**src/rtl/fib_stream_gen.sv**
```systemverilog
// Fibonacci-class sequence source with loadable seeds, a programmable term count,
// a valid/ready output stream, and wrap detection with optional early stop.
module fib_stream_gen #(
  parameter int unsigned WIDTH       = 12,
  parameter int unsigned CNT_W       = 8,
  parameter bit          STOP_ON_OVF = 1'b1
) (
  input  logic             clk,
  input  logic             rst,
  input  logic             start,
  input  logic [WIDTH-1:0] seed0,
  input  logic [WIDTH-1:0] seed1,
  input  logic [CNT_W-1:0] n_terms,
  output logic             out_valid,
  input  logic             out_ready,
  output logic [WIDTH-1:0] out_data,
  output logic [CNT_W-1:0] out_index,
  output logic             out_last,
  output logic             busy,
  output logic             done,
  output logic             overflow
);

  typedef enum logic [1:0] {S_IDLE, S_RUN, S_DONE} state_t;

  state_t           r_state, w_state_nxt;
  logic [WIDTH-1:0] r_prev, r_cur;
  logic             r_prev_w, r_cur_w;
  logic [CNT_W-1:0] r_rem, r_index;
  logic             r_ovf;

  logic [WIDTH:0]   w_sum;
  logic             w_load, w_xfer, w_last, w_ovf_set, w_ovf_clr;

  assign w_sum = {1'b0, r_cur} + {1'b0, r_prev};

  always_comb begin
    w_state_nxt = r_state;
    w_load      = 1'b0;
    w_xfer      = 1'b0;
    w_last      = 1'b0;
    w_ovf_set   = 1'b0;
    w_ovf_clr   = 1'b0;
    case (r_state)
      S_IDLE: begin
        if (start) begin
          w_ovf_clr = 1'b1;
          if (n_terms != '0) begin
            w_load      = 1'b1;
            w_state_nxt = S_RUN;
          end else begin
            w_state_nxt = S_DONE;
          end
        end
      end
      S_RUN: begin
        w_last = (r_rem == CNT_W'(1)) || (STOP_ON_OVF && r_cur_w);
        w_xfer = out_ready;
        // Early stop flags overflow only when the count did not end the stream itself.
        if (STOP_ON_OVF) w_ovf_set = w_xfer && r_cur_w && (r_rem != CNT_W'(1));
        else             w_ovf_set = w_xfer && r_prev_w;
        if (w_xfer && w_last) w_state_nxt = S_DONE;
      end
      S_DONE:  w_state_nxt = S_IDLE;
      default: w_state_nxt = S_IDLE;
    endcase
  end

  always_ff @(posedge clk or posedge rst) begin
    if (rst) begin
      r_state  <= S_IDLE;
      r_prev   <= '0;
      r_cur    <= '0;
      r_prev_w <= 1'b0;
      r_cur_w  <= 1'b0;
      r_rem    <= '0;
      r_index  <= '0;
      r_ovf    <= 1'b0;
    end else begin
      r_state <= w_state_nxt;
      if (w_load) begin
        r_prev   <= seed0;
        r_cur    <= seed1;
        r_prev_w <= 1'b0;
        r_cur_w  <= 1'b0;
        r_rem    <= n_terms;
        r_index  <= '0;
      end else if (w_xfer) begin
        r_prev   <= r_cur;
        r_prev_w <= r_cur_w;
        r_cur    <= w_sum[WIDTH-1:0];
        r_cur_w  <= w_sum[WIDTH] | r_cur_w | r_prev_w;
        r_rem    <= r_rem - CNT_W'(1);
        r_index  <= r_index + CNT_W'(1);
      end
      if (w_ovf_clr)      r_ovf <= 1'b0;
      else if (w_ovf_set) r_ovf <= 1'b1;
    end
  end

  assign out_valid = (r_state == S_RUN);
  assign out_data  = r_prev;
  assign out_index = r_index;
  assign out_last  = w_last;
  assign busy      = (r_state != S_IDLE);
  assign done      = (r_state == S_DONE);
  assign overflow  = r_ovf;

endmodule

```
**config.mk**
```make
export PLATFORM = sky130hd
export DESIGN_NAME = fib_stream_gen
export DESIGN_NICKNAME = d
export VERILOG_FILES = /design/src/rtl/fib_stream_gen.sv
export SDC_FILE = /design/constraint.sdc
export NUM_CORES = 1
export LEC_CHECK = 0
export ABC_AREA = 1
export BUFFER_PORTS_ARGS = -buffer_cell sky130_fd_sc_hd__clkbuf_2
export CAP_MARGIN = 20
export CORE_MARGIN = 2
export CORE_UTILIZATION = 25
export DETAILED_ROUTE_END_ITERATION = 10
export PLACE_DENSITY = 0.43
export SLEW_MARGIN = 10
export SYNTH_ARGS = -nofsm -noshare
export SYNTH_HDL_FRONTEND = slang
export SYNTH_SLANG_ARGS = --single-unit
```
**constraint.sdc**
```tcl
create_clock -name clk -period 3.4 [get_ports clk]
set_input_delay 0.51 -clock clk [delete_from_list [all_inputs] [get_ports clk]]
set_output_delay 0.51 -clock clk [all_outputs]
set_load 0.02 [all_outputs]
```
=== Word level (Yosys, flattened, before mapping) ===
Index checks and enable logic that the tools add are counted.

* $add $sub $neg: 3
* Bitwise operators: 2
* Equal/unequal tests: 6
* Reductions and logical operators: 10
* Multiplexer cells: 26

{| class="wikitable"
|+ Operators with widths
! operator !! count
|-
| $mux 12 || 4
|-
| $mux 8 || 4
|-
| $mux 1 || 14
|-
| $add 12x12->13 || 1
|-
| $add 8x1->8 const B || 1
|-
| $eq 8x1->1 const B || 1
|-
| $ne 8x1->1 const B || 1
|-
| $reduce_bool 8->1 || 1
|-
| $sub 8x1->8 const B || 1
|-
| $mux 2 || 3
|-
| $reduce_bool 2->1 || 3
|-
| $pmux 2 s2 || 1
|-
| $logic_and 1x1->1 || 3
|-
| $eq 2x1->1 const B || 1
|-
| $eq 2x2->1 const B || 1
|-
| $logic_not 2->1 || 1
|-
| $ne 2x1->1 const B || 1
|-
| $ne 2x2->1 const B || 1
|-
| $or 1x1->1 || 2
|-
| $reduce_and 2->1 || 1
|-
| $logic_or 1x1->1 || 1
|}

* Bits of input ports: 36
* Register bits: 45
* Logic and storage cells: 55

=== Depth between registers and ports, before layout ===
Gate-level depths: netlist of the first run.

* Depth in word-level cells: 5
* Depth in mapped cells: 11
* Depth with buffers taken out: 11

=== Least setup slack after synthesis of the first run ===
OpenSTA, ideal clock, no wires.

* Path type: register to register
* Start point: register r_prev[0], in the netlist out_data[0]
* End point: register r_cur[8]
* Data arrival time: 1.641 ns
* Path buffers: 0
* Setup slack: 1.636 ns
* Library setup time: 0.122 ns
* Clock period less this slack: 1.764 ns
* Cell stages (with the launch flop): 12
* Cell sequence: dfrtp_1 -> ha_1 -> inv_1 -> fa_1 -> inv_1 -> nand3_1 -> nand3_1 -> nand2_1 -> nand2_1 -> nand2_1 -> nand3_1 -> nand3_2

* Word-level cells in the longest chain between the ends: 3

{| class="wikitable"
|+ RTL lines
! what !! RTL line !! text
|-
| from (decl) || 27 || <nowiki>logic [WIDTH-1:0] r_prev, r_cur;</nowiki>
|-
| from (signal assigned) || 89 || <nowiki>r_prev <= r_cur;</nowiki>
|-
| $add 12x12->13 || 35 || <nowiki>assign w_sum = {1'b0, r_cur} + {1'b0, r_prev};</nowiki>
|-
| $mux 12 || 88 || <nowiki>end else if (w_xfer) begin</nowiki>
|-
| $mux 12 || 81 || <nowiki>if (w_load) begin</nowiki>
|-
| to (signal assigned) || 91 || <nowiki>r_cur <= w_sum[WIDTH-1:0];</nowiki>
|-
| to (decl) || 27 ||
|}

No other way between the ends. The select of a mux whose other input is x is not followed.
A chain may end at the register's enable or synchronous reset.

=== Worst setup path in the final report of the first run ===
* Start point: register r_rem[1]
* End point: output port out_last

* Word-level cells in the longest chain between the ends: 3

{| class="wikitable"
|+ RTL lines
! what !! RTL line !! text
|-
| from (decl) || 29 || <nowiki>logic [CNT_W-1:0] r_rem, r_index;</nowiki>
|-
| from (signal assigned) || 86 || <nowiki>r_rem <= n_terms;</nowiki>
|-
| from (signal assigned) || 93 || <nowiki>r_rem <= r_rem - CNT_W'(1);</nowiki>
|-
| $eq 8x1->1 || 57 || <nowiki>w_last = (r_rem == CNT_W'(1)) || (STOP_ON_OVF && r_cur_w);</nowiki>
|-
| $logic_or 1x1->1 || 57 ||
|-
| $mux 1 || 44 || <nowiki>case (r_state)</nowiki>
|-
| to (decl) || 18 || <nowiki>output logic out_last,</nowiki>
|}

No other way between the ends.

==> flow_summary.yaml, run 1 <==
run:
  cap_violations: 0
drt:
  routed_wl_mm: 7.93
  antenna_left: 0
  wl_per_cell_um: 12.9
  drt_iter0_markers: 108
  vias: 2743
  routed_via_density: 4.45
  first_pass_iters: 7
  drc: 3
global_route:
  grt_use_total_pct: 13.4
  grt_pass1_wl_mm: 13.7
  grt.overflow.total: 0
  antenna_found_initial: 0
  grt_pass1_vias: 2837
  grt_max_degree: 46
timing:
  timing.slew.headroom_pct: 59.2
  tightest_slew_ns: 0.611
  hold-worst-slack_ns: 0.140
  fmax_mhz: 470
  setup_viol: 0
  drv_slew: 0
  hold_viol: 0
  rsz0062_at_grt: "no"
  skew_ns: 0.00584
  finalSetupTns_ns: 0
  fin_crit_ns: 2.13
  period_share_pct: 62.5
finish:
  fillers: 1300
  final_cell_area_mm2: 0.00356
  seq_area_mm2: 0.00113
  area_growth_syn_to_layout_pct: 19.7
  drive_gt1_share_pct: 19.2
  nets: 525
  antennaDiodeCount: 0
  multiInputGateArea_mm2: 0.00155
critical_path:
  cp_max_fo: 4
  cp-end-kind: "primary output"
  worstPathArrival_ns: 1.62
  cp_slowest_cell: "dfrtp_1"
  crit_path_start_kind: "flop"
  critPathKind: "reg -> out"
  crit_chain: "inv_1 -> ha_1 -> nor3b_1 -> nand3_1 -> a21oi_1 -> clkbuf_2"
  cp.required_ns: 2.89
  cpPeakStageDelay_ns: 0.36
  crit_buf_inv: 2
  path_delay_family: "flip-flops"
logic_synthesis:
  synth.largest_area_cell: "dfrtp_1"
  synthCells: 414
  yosys.area_share.simple_pct: 35.7
  synth_edf_count: 0
  ys_types: 37
  synth_top_family_by_area: "simple AND/OR/NAND/NOR gates"
  ys_ff_latch: 45
  syn_nets: 466
  postSynthAreaPerCell_um2: 7.18
  synth_fa_ha_area_share_pct: 6.99
  synth_area_mm2: 0.00297
  synth_top_area_share_pct: 37.9
  seq_area_frac_synth_pct: 37.9
  yosys_most_used_dff: "dfrtp_1"
  synthMuxAreaShare_pct: 0
  async_flop_share_pct: 100
  yosys_warnings: 0
  synth-compound-area-share_pct: 6.95
  synth_xor_area_share_pct: 2.36
  synthTopCellsByArea: "dfrtp_1 (38%), nand2_1 (18%), nand3_1 (8.3%)"
power_and_ir_drop:
  vdd_drop_max_mv: 0.230
  leakage_nw: 1.92
  finalPower_mw: 3.38
  power_density_mw_per_mm2: 951
clock_tree:
  clk_latency_ns: 0.30
  path_clk_slew_ns: 0.07
  cts_buffers: 5
  cts_sinks: 45
  htree_num_levels: 2
  ctsLongestPathBuffers: 2
  ctsResizeCount: 0
  postCtsSetupBuffers: 0
  cts_root_buffer: "clkbuf_16"
  cts_hold_buf: 0
  cts_tree: "built"
run_status:
  violations: "DRC"
  status: "finished with violations"
placement:
  numPortBuffers: 60
  postPlaceCellArea_mm2: 0.00339
  gp_congestion: 0.777
  dp_hpwl_mm: 5.85
floorplanning:
  die_area_mm2: 0.0128
  die_y_um: 113
  initial_core_util_pct: 25.8
  ios: 61
  coreArea_mm2: 0.0115
  die_x_um: 113
  fp-row-count: 39
hold_path:
  hold_path_class: "in -> async"
==> worst paths after layout <==
kind                       slack (ns)     endpoint  depth (start not counted)   startpoint
hold / removal                   0.14     r_cur[0]                          2          rst
min in group clk                 0.43  out_data[2]                          3     seed0[2]
max in group asynchronous        2.77     r_rem[3]                          3          rst
setup / recovery                 1.27     out_last                          6     r_rem[1]
hold reg to reg                  0.51     overflow                          2     overflow
setup reg to reg                 1.50     r_cur[8]                         11  out_data[0]
==> power breakdown <==
part / switching, mW / internal, mW / total (mW)
Clock: 0.233 / 0.277 / 0.510
Combinational: 1.23 / 0.683 / 1.91
Sequential: 0.189 / 0.769 / 0.958
==> through the flow <==
step	cells	utilization (%)	worst slack, ns
6_report	617	30.9	1.27
5_1_grt	617	30.9	1.12
4_1_cts	616	30.7	1.24
3_5_place_dp	608	29.4	1.42
3_3_place_gp	608	29.4	1.45
2_1_floorplan	414	-	1.64
==> placed cells by master, fill, tap and decap left out, drive strengths merged, types with 4 or more instances in the layout <==
cell    synthesis  final
inv            58     59
nand4           4      4
nor2           25     25
nand2         151    151
dfrtp          45     45
a21oi          13     13
xor2            6      6
clkbuf          2     65
ha             15     15
nor3            4      4
o21ai           9      9
o211ai          6      6
nand3          53     53
==> per-layer routing <==
metal	global-route usage, %	wire, um	up-vias
met3	2.79	317	9
met2	21.8	3620	48
met5	0	0	-
met1	17.4	3860	1259
met4	5.04	133	0
li1	-	-	1427
==> kinds of logic after synthesis <==
family	after synthesis
AOI/OAI and AO/OA	33
xor gates and xnor gates	8
adders and majority gates	16
buffers and inverters	69
DFF	45
and+or+nand+nor	243
==> registers in the layout (all words and copies together), names as in the netlist <==
name,count
r_cur_w,1
r_state,2
r_prev_w,1
r_cur,12
r_rem,8
out_data,12
out_index,8
overflow,1
==> cell type report <==
| class | instances | share of cell area (%) |
|---|---|---|
| clock buffer | 5 | 3.52 |
| multi-input combinational | 300 | 43.5 |
| inverter | 58 | 6.19 |
| tap | 143 | 5.03 |
| clock inverter | 3 | 0.704 |
| sequential | 45 | 31.7 |
| timing repair buffer | 63 | 9.43 |
==> synth_stat cells, types with 3 or more instances <==
master and n:
nand2_1 146, inv_1 54, nand3_1 49, dfrtp_1 45, nor2_1 23, ha_1 15, a21oi_1 13, xor2_1 6
o211ai_1 5, buf_2 4, buf_6 4, nand2_2 4, nand3_2 4, nand4_1 4, o21ai_0 4, o21ai_1 4
inv_2 3, nand3b_1 3, nor3_1 3
(Power assumes the default switching activity.)
==> inputs of run 2 (changes only) <==
ABC_AREA = 0   (was 1)
PLACE_DENSITY = 0.45   (was 0.43)
clock period = 1.9 ns   (was 3.4 ns; I/O delays follow)
==> run 2 against run 1 <==
Effect of this change: the run ends with setup timing left; flip-flop and latch count unchanged; die area down 9.4%; area after synthesis down 9.7%; first-iteration DRC count down 19%; worst hold slack worse by 0.13 ns; worst setup slack worse by 1.5 ns; clock power up 32%; final cell count down 19%.
==> flow_summary.yaml, run 2 <==
logic_synthesis:
  ys_ff_latch: 45
  synth_xor_area_share_pct: 5.22
  synth_top_family_by_area: "simple AND/OR/NAND/NOR gates"
  postSynthAreaPerCell_um2: 9.38
  synth_area_mm2: 0.00268
  synth-compound-area-share_pct: 19.6
  yosys_most_used_dff: "dfrtp_1"
  yosys_warnings: 0
  synth.largest_area_cell: "dfrtp_1"
  yosys.area_share.simple_pct: 21.1
  synth_fa_ha_area_share_pct: 7.74
  synthCells: 286
  async_flop_share_pct: 100
  synthTopCellsByArea: "dfrtp_1 (42%), ha_1 (7.0%), nand2_1 (6.3%)"
  seq_area_frac_synth_pct: 42.0
  ys_types: 50
  synth_top_area_share_pct: 42.0
  synthTopCellsByCount: "dfrtp_1 (45), nand2_1 (45), nor2_1 (23), ha_1 (15)"
  synthMuxAreaShare_pct: 0.746
  syn_nets: 338
  synth_edf_count: 0
run:
  cap_violations: 0
power_and_ir_drop:
  leakage_nw: 1.65
  pwr-share-clk_pct: 10.5
  seqPwrFrac_pct: 27.6
  vdd_drop_max_mv: 0.645
  power_density_mw_per_mm2: 1830
  p_int_mw: 3.53
  power.switching_mw: 2.92
  comb_power_share_pct: 62.0
  switching_share_pct: 45.3
finish:
  area_growth_syn_to_layout_pct: 31.9
  final_util_pct: 34.1
  final_common_cell: "clkbuf_2"
  antennaDiodeCount: 0
  drive_gt1_share_pct: 32.0
  final_cell_mix: "clkbuf_2 (59), nand2_1 (44), dfrtp_1 (44)"
  nets: 417
  final_cell_area_mm2: 0.00354
clock_tree:
  path_clk_slew_ns: 0.09
  htree_num_levels: 2
  cts_sinks: 45
  cts_tree: "built"
  cts_hold_buf: 0
  cts_root_buffer: "clkbuf_8"
  clk_latency_ns: 0.30
  ctsLongestPathBuffers: 2
  cts_buffers: 5
floorplanning:
  die_x_um: 108
  coreArea_mm2: 0.0104
  ios: 61
  fp-row-count: 37
  initial_core_util_pct: 25.9
  die_y_um: 108
  die_area_mm2: 0.0116
critical_path:
  crit_path_start_kind: "flop"
  crit_buf_inv: 1
  cp_max_fo: 3
  cp_slowest_cell: "or4_4"
  crit_chain: "or4_4 -> nor4b_4 -> nor2_2 -> nor2_1 -> buf_4"
  critPathKind: "reg -> out"
  reg2reg_depth: 8
  path_delay_family: "simple AND/OR/NAND/NOR gates"
  cp.required_ns: 1.62
  worstPathArrival_ns: 1.84
  cpPeakStageDelay_ns: 0.55
  cp-end-kind: "primary output"
  worst-path-stages: 5
timing:
  hold-worst-slack_ns: 0.0103
  finalSetupTns_ns: -0.226
  setup_viol: 1
  period_share_pct: 112
  drv_slew: 0
  fin_crit_ns: 2.13
  fmax_mhz: 470
  tightest_slew_ns: 0.553
  hold_viol: 0
  timing.slew.headroom_pct: 63.1
  skew_ns: 0.00832
  rsz0062_at_grt: "yes"
  finalWorstSetupSlack_ns: -0.226
drt:
  vias: 2434
  drt_iter0_markers: 87
  antenna_left: 0
  routed_wl_mm: 7.59
  first_pass_iters: 4
  wl_per_cell_um: 15.1
  routed_via_density: 4.85
  drc: 0
placement:
  postPlaceCellArea_mm2: 0.00330
  gp_congestion: 0.760
  post-place-ws_ns: -0.00245
  dp_hpwl_mm: 5.58
  numPortBuffers: 60
run_status:
  violations: "setup timing"
  status: "finished with violations"
global_route:
  grt.overflow.total: 0
  antenna_found_initial: 0
  grt_use_total_pct: 13.6
  grt_pass1_wl_mm: 12.5
  grt_pass1_vias: 2398
  grt_max_degree: 26
hold_path:
  hold_path_class: "in -> async"
run 2: worst reg2reg max path, delay by kind of cell (launching register included):
family	cells	cell delay (ns)
compound gates	3	0.53
fa+ha+maj	2	0.48
flops	1	0.40
simple gates	1	0.15
xor+xnor	1	0.14
buf+inv	1	0.03
run 2: routing by layer:
layer | global-route usage [%] | vias up | routed length (um)
li1 | - | 1197 | -
met1 | 19.4 | 1186 | 3800
met2 | 21.7 | 47 | 3470
met3 | 2.06 | 4 | 254
met4 | 2.84 | 0 | 59
met5 | 0 | - | 0
run 2: power by group through the flow:
stage	Combinational, mW	Clock [mW]	Sequential, mW
floorplan	2.31	0	1.90
global placement	3.62	0	1.75
detailed placement	3.66	0	1.77
CTS	3.72	0.707	1.75
global route	4.47	0.743	1.84
finish	4.00	0.675	1.78
run 2: kinds of logic after synthesis:
logic type      Yosys count
simple gates            108
compound gates           77
flops                    45
buf+inv                  22
xor+xnor                 16
fa+ha+maj                16
mux                       2
run 2: through the flow:
step	instances	power, mW
floorplan	286	4.21
global placement	491	5.37
detailed placement	491	5.43
CTS	500	6.18
global route	502	7.06
finish	502	6.46
run 2: final timing paths:
path                                  start           end  slack, ns
worst max-delay path               r_rem[3]      out_last      -0.23
worst min-delay path                    rst  out_index[7]       0.01
worst max register to register     r_cur[0]      r_cur[8]       0.08
worst min register to register  out_data[5]   out_data[5]       0.53
max in group asynchronous               rst      r_cur[9]       1.36
min in group clk                   seed0[6]   out_data[6]       0.22
run 2: cell type report:
cell class / instances / area (um^2)
timing repair buffer: 84 / 533
clock buffer: 7 / 96.3
sequential: 45 / 1130
clock inverter: 1 / 5.00
tap: 136 / 170
fill: 1137 / 6830
multi-input combinational: 219 / 1570
inverter: 10 / 37.5
run 2: what timing repair did:
| action | CTS | global route |
|---|---|---|
| pin swaps | 1 | 9 |
| buffers inserted | 1 | 2 |
| resized for setup | 2 | 21 |
| endpoints found under the setup margin | 2 | 9 |
